$ cat src/rtl/sd_cmd_sequencer.sv
// SD command frame sequencer. Takes a command index and argument, loads them into an
// external CRC7 peripheral, polls it until done, reads back the CRC7, and then streams the
// 6-byte SD command frame to an SPI shifter over a valid/ready byte interface.
module sd_cmd_sequencer #(
  parameter int unsigned TIMEOUT_CYCLES = 255
) (
  input  logic        clk,
  input  logic        rst,
  input  logic        cmd_valid,
  output logic        cmd_ready,
  input  logic [5:0]  cmd_index,
  input  logic [31:0] cmd_arg,
  output logic        crc_cs,
  output logic        crc_wr,
  output logic        crc_rd,
  output logic [3:0]  crc_addr,
  output logic [15:0] crc_dout,
  input  logic [15:0] crc_din,
  output logic        tx_valid,
  input  logic        tx_ready,
  output logic [7:0]  tx_data,
  output logic        err
);

  // Sized so that TIMEOUT_CYCLES itself fits without wrapping.
  localparam int unsigned CntW = $clog2(TIMEOUT_CYCLES + 1);

  typedef enum logic [2:0] {
    StIdle,
    StWr0,
    StWr1,
    StWr2,
    StStart,
    StPoll,
    StRead,
    StSend
  } state_e;

  state_e          state_q, state_d;
  logic [5:0]      index_q, index_d;
  logic [31:0]     arg_q, arg_d;
  logic [6:0]      crc7_q, crc7_d;
  logic [CntW-1:0] poll_cnt_q, poll_cnt_d;
  logic [2:0]      byte_cnt_q, byte_cnt_d;
  logic            err_q, err_d;

  // Only the low seven bits of a read carry information.
  logic unused_din;
  assign unused_din = ^crc_din[15:7];

  // State and datapath registers with asynchronous reset.
  always_ff @(posedge clk or posedge rst) begin
    if (rst) begin
      state_q    <= StIdle;
      index_q    <= '0;
      arg_q      <= '0;
      crc7_q     <= '0;
      poll_cnt_q <= '0;
      byte_cnt_q <= '0;
      err_q      <= 1'b0;
    end else begin
      state_q    <= state_d;
      index_q    <= index_d;
      arg_q      <= arg_d;
      crc7_q     <= crc7_d;
      poll_cnt_q <= poll_cnt_d;
      byte_cnt_q <= byte_cnt_d;
      err_q      <= err_d;
    end
  end

  // Next-state logic: command latch, peripheral sequencing, poll timeout, byte counting.
  always_comb begin
    state_d    = state_q;
    index_d    = index_q;
    arg_d      = arg_q;
    crc7_d     = crc7_q;
    poll_cnt_d = poll_cnt_q;
    byte_cnt_d = byte_cnt_q;
    err_d      = 1'b0;
    unique case (state_q)
      StIdle: begin
        if (cmd_valid) begin
          index_d = cmd_index;
          arg_d   = cmd_arg;
          state_d = StWr0;
        end
      end
      StWr0:   state_d = StWr1;
      StWr1:   state_d = StWr2;
      StWr2:   state_d = StStart;
      StStart: begin
        poll_cnt_d = '0;
        state_d    = StPoll;
      end
      StPoll: begin
        if (crc_din[0]) begin
          state_d = StRead;
        end else if (poll_cnt_q == CntW'(TIMEOUT_CYCLES - 1)) begin
          // This read was the last one allowed: give up without emitting a frame.
          err_d      = 1'b1;
          poll_cnt_d = '0;
          state_d    = StIdle;
        end else begin
          poll_cnt_d = poll_cnt_q + CntW'(1);
        end
      end
      StRead: begin
        crc7_d     = crc_din[6:0];
        byte_cnt_d = '0;
        state_d    = StSend;
      end
      StSend: begin
        if (tx_ready) begin
          if (byte_cnt_q == 3'd5) begin
            byte_cnt_d = '0;
            state_d    = StIdle;
          end else begin
            byte_cnt_d = byte_cnt_q + 3'd1;
          end
        end
      end
      default: state_d = StIdle;
    endcase
  end

  // Output decode: peripheral bus strobes and the current frame byte.
  always_comb begin
    cmd_ready = 1'b0;
    crc_cs    = 1'b0;
    crc_wr    = 1'b0;
    crc_rd    = 1'b0;
    crc_addr  = 4'h0;
    crc_dout  = 16'h0000;
    tx_valid  = 1'b0;
    tx_data   = 8'h00;
    unique case (state_q)
      StIdle: cmd_ready = 1'b1;
      StWr0: begin
        crc_cs   = 1'b1;
        crc_wr   = 1'b1;
        crc_addr = 4'h0;
        crc_dout = {8'h00, 2'b01, index_q};
      end
      StWr1: begin
        crc_cs   = 1'b1;
        crc_wr   = 1'b1;
        crc_addr = 4'h2;
        crc_dout = arg_q[31:16];
      end
      StWr2: begin
        crc_cs   = 1'b1;
        crc_wr   = 1'b1;
        crc_addr = 4'hA;
        crc_dout = arg_q[15:0];
      end
      StStart: begin
        crc_cs   = 1'b1;
        crc_wr   = 1'b1;
        crc_addr = 4'h4;
        crc_dout = 16'h0001;
      end
      StPoll: begin
        crc_cs   = 1'b1;
        crc_rd   = 1'b1;
        crc_addr = 4'h6;
      end
      StRead: begin
        crc_cs   = 1'b1;
        crc_rd   = 1'b1;
        crc_addr = 4'h8;
      end
      StSend: begin
        tx_valid = 1'b1;
        // Byte selection depends only on registered state, so it holds while stalled.
        case (byte_cnt_q)
          3'd0:    tx_data = {2'b01, index_q};
          3'd1:    tx_data = arg_q[31:24];
          3'd2:    tx_data = arg_q[23:16];
          3'd3:    tx_data = arg_q[15:8];
          3'd4:    tx_data = arg_q[7:0];
          default: tx_data = {crc7_q, 1'b1};
        endcase
      end
      default: ;
    endcase
  end

  assign err = err_q;

endmodule

$ cat config.mk
export PLATFORM = sky130hd
export DESIGN_NAME = sd_cmd_sequencer
export DESIGN_NICKNAME = d
export VERILOG_FILES = /design/src/rtl/sd_cmd_sequencer.sv
export SDC_FILE = /design/constraint.sdc
export NUM_CORES = 1
export LEC_CHECK = 0
export CAP_MARGIN = 25
export CORE_MARGIN = 4
export CORE_UTILIZATION = 30
export DETAILED_ROUTE_END_ITERATION = 8
export HOLD_SLACK_MARGIN = 0.02
export PLACE_DENSITY = 0.58
export SETUP_SLACK_MARGIN = 0.15
export SYNTH_ARGS = -nofsm -noshare
export SYNTH_HDL_FRONTEND = slang
export SYNTH_SLANG_ARGS = --single-unit
$ cat constraint.sdc
create_clock -name clk -period 2.6 [get_ports clk]
set_input_delay 0.26 -clock clk [delete_from_list [all_inputs] [get_ports clk]]
set_output_delay 0.26 -clock clk [all_outputs]
set_load 0.01 [all_outputs]
==> run_results.csv <==
group,metric,value,unit
drt,post_drt_via_cell_ratio,5.03,
clock_network,tritoncts.num_buffers,9,
sta,final-hold-violation-count,0,
yosys,main_combinational_cell_family_by_area_after_synthesis,"multiplexers",
run_status,run_status,"finished, final reports clean",
sta,max_clock_freq,420,MHz
yosys,synth_simple_gate_area_share,13.0,%
yosys,synth.mux.area_fraction,23.9,%
critical_path,setup.worst_path.class,"reg -> out",
sta,maxSlewViolCount,0,
sta,tightestPinTransition,0.612,ns
cells_and_area,layout_common_cells,"73 x clkdlybuf4s50_1, 59 x dfrtp_1, 30 x nor2_1, 28 x mux2_2, 27 x mux2_4",
critical_path,critical_path_arrival,2.12,ns
placed_design,globalplace.congestion,0.867,
clock_network,worst_path_clk_slew,0.05,ns
yosys,synth_ff_type,"dfrtp_1",
clock_network,cts_tree,"built",
drt,remaining_drc_errors,0,
cells_and_area,filler_cell_count,1091,
clock_network,cts.sinks,60,
floorplanning,dieArea,13500,um^2
yosys,asyncSetResetFlopFracSynth,100,%
drt,dr.first_iter.drc_count,159,
drt,postRouteAntennaNets,0,
cells_and_area,layout.cells.most_common,"clkdlybuf4s50_1",
critical_path,endpoint,"crc_dout[0]",
global_routing,gr-total-overflow,0,
pwr,peakVddDrop,0.390,mV
critical_path,worstSetupStartpoint,"state_q[1]",
critical_path,worst_path_largest_cell_delay,0.48,ns
job,maxCapViolCount,0,
yosys,sequential_area_share_after_synthesis,42.7,%
cells_and_area,layout-drive-gt1-share,25.8,%
drt,post_drt_wl_per_cell,17.8,um
placed_design,port_buffers,81,
floorplanning,initial_utilization,30.7,%
yosys,ys_ff_latch,60,
sta,tmin_final,2.38,ns
critical_path,crit_path_cell_trace,"buf_6 > mux2_2 > a221oi_1 > nor2_1 > clkdlybuf4s50_1",
pwr,power_per_cell_area,836,nW/um^2
critical_path,critical_path.n_buffers_inverters,2,
sta,skew,0.00749,ns
yosys,synth_enable_flop_cells,0,
critical_path,crit_path_max_fanout,11,
floorplanning,core_area,11500,um^2
cells_and_area,antenna_cells,0,
drt,aggregate_routed_wire_length,9.70,mm
floorplanning,pin_count,92,
clock_network,cts-root-to-sink-buffers,2,
global_routing,number_of_antenna_violations_at_the_first_check_in_global_routing,0,
sta,final.setup.worst_slack,0.216,ns
cells_and_area,final_net_count,460,
clock_network,clock_tree.htree_level_count,3,
pwr,total_power_draw,4.03,mW
yosys,syn-num-nets,372,
critical_path,cp.required,2.34,ns
sta,rsz_0062_raised_after_global_routing,"true",
sta,timing.setup.tns,0,ns
clock_network,ctsHoldBuffers,0,
floorplanning,std_cell_rows,39,
clock_network,insertion_delay,0.33,ns
critical_path,regToRegSetupSlack,0.58,ns
yosys,postSynthCellCount,311,
floorplanning,die_y,116,um
placed_design,total_half_perimeter_wirelength_after_legalization_and_detailed_placement,7.19,mm
min_path,min_path_type,"in -> async",
yosys,synth_compound_gate_area_share,11.7,%
global_routing,grt_first_pass_wirelength,15.1,mm
critical_path,cp.depth,5,
yosys,post_synthesis_adder_cell_area_fraction,1.35,%
cells_and_area,layout.core_utilization,42.1,%
critical_path,regToRegStartpoint,"state_q[0]",
drt,dr.pass1.iters,4,
sta,hold-worst-slack,0.342,ns
critical_path,critical-path-top-delay-family,"buffers and inverters",
cells_and_area,synth_to_layout_area_growth,37.1,%
pwr,leakage,2.13,nW
sta,timing.final.crit_share,91.7,%
global_routing,grt_start_max_net_pins,34,
placed_design,dpl_worst_slack,0.186,ns
yosys,synth_area_per_cell,11.3,um^2
sta,finalSetupViolations,0,
critical_path,setup.worst_path.start_class,"register",
global_routing,global_route.usage.total,14.6,%
drt,via_count,2748,
yosys,yosys.area_share.xor_xnor,1.49,%
yosys,syn_area,3520,um^2
critical_path,r2r-end,"index_q[2]",
global_routing,first_global_vias,2837,
clock_network,cts_root_buffer,"clkbuf_16",
critical_path,r2r.worst_path.cells,5,
critical_path,slowest_stage,"clkdlybuf4s50_1",
yosys,synth_cell_types,51,
critical_path,timing.critical_path.to_type,"output port",
floorplanning,die_w,116,um
yosys,yosys_warnings,0,
sta,relSlewSlack,59.2,%
final cells by class:
cell class | count | area, um^2 | share of cell area, %
Multi-Input combinational cell | 221 | 1860 | 38.5
Sequential cell | 60 | 1500 | 31.1
Timing Repair Buffer | 100 | 976 | 20.2
Clock buffer | 13 | 250 | 5.19
Tap cell | 143 | 179 | 3.71
Clock inverter | 2 | 35.0 | 0.726
Inverter | 7 | 26.3 | 0.545
synthesized netlist by cell type, types with 3 or more instances:
cell | instances | area share, %
dfrtp_1 | 60 | 43
nor2_1 | 31 | 3.3
mux2_2 | 28 | 9.0
mux2_4 | 27 | 12
o21ai_0 | 15 | 2.1
mux2i_1 | 12 | 3.4
nand2_1 | 10 | 1.1
nand3_1 | 9 | 1.3
a21oi_1 | 7 | 1.0
a32oi_1 | 7 | 1.7
inv_1 | 7 | 0.75
buf_2 | 6 | 0.85
buf_6 | 6 | 1.9
clkbuf_1 | 6 | 0.64
nand2b_1 | 6 | 1.1
nor2b_1 | 6 | 1.1
xnor2_1 | 6 | 1.5
a22oi_1 | 5 | 1.1
nor3_1 | 5 | 0.71
a221oi_1 | 4 | 1.0
a31oi_1 | 4 | 0.71
a22o_1 | 3 | 0.75
and2_1 | 3 | 0.53
ha_1 | 3 | 1.1
nor4_2 | 3 | 1.1
o21a_1 | 3 | 0.64
worst min path at each step:
stage,slack [ns],to,from
2_1_floorplan,0.38,state_q[0],cmd_valid
3_3_place_gp,0.49,crc7_q[6],crc7_q[6]
3_5_place_dp,0.49,crc7_q[6],crc7_q[6]
4_1_cts,0.37,arg_q[24],rst
5_1_grt,0.42,arg_q[24],rst
6_report,0.34,arg_q[9],rst
sequential cells by signal, summed over array words and instances, names as in the netlist:
name / cells
err: 1
byte_cnt_q: 3
index_q: 6
poll_cnt_q: 8
arg_q: 32
state_q: 3
crc7_q: 7
cells by family after synthesis:
| group | count (synthesis) |
|---|---|
| AO/OA/AOI/OAI | 59 |
| XOR/XNOR | 6 |
| flip-flops | 60 |
| adder cells (fa/ha/maj) | 4 |
| other | 1 |
| buffers and inverters | 30 |
| multiplexers | 67 |
| AND/OR/NAND/NOR | 84 |
per-stage QoR:
stage,instances,area [um^2]
global placement,531,4500
detailed placement,531,4500
finish,546,4820
global route,546,4820
floorplan,311,3520
CTS,546,4820
metal layers:
metal | vias to the layer above | GRT usage [%] | wire length, um
li1 | 1302 | - | -
met1 | 1347 | 19.7 | 4400
met2 | 83 | 23.3 | 4560
met3 | 16 | 3.37 | 568
met4 | 0 | 4.80 | 170
met5 | - | 0 | 0
repair_timing:
item | 4_1_cts | 5_1_grt
resized for setup | 20 | 3
setup buffers | 0 | 0
hold endpoints to repair | 0 | 0
endpoints found under the setup margin | 16 | 3
pin swaps | 1 | 0
worst register-to-register path: stages (launching register included):
cell and delay, ns:
dfrtp_1 0.41, buf_4 0.24, nor3_4 0.27, and2_4 0.39
buf_4 0.25, mux2_2 0.34
power by group:
group / switching (mW) / internal [mW] / total (mW)
Clock: 0.393 / 0.760 / 1.15
Combinational: 0.863 / 0.823 / 1.69
Sequential: 0.129 / 1.06 / 1.19
(Power assumes the default switching activity.)
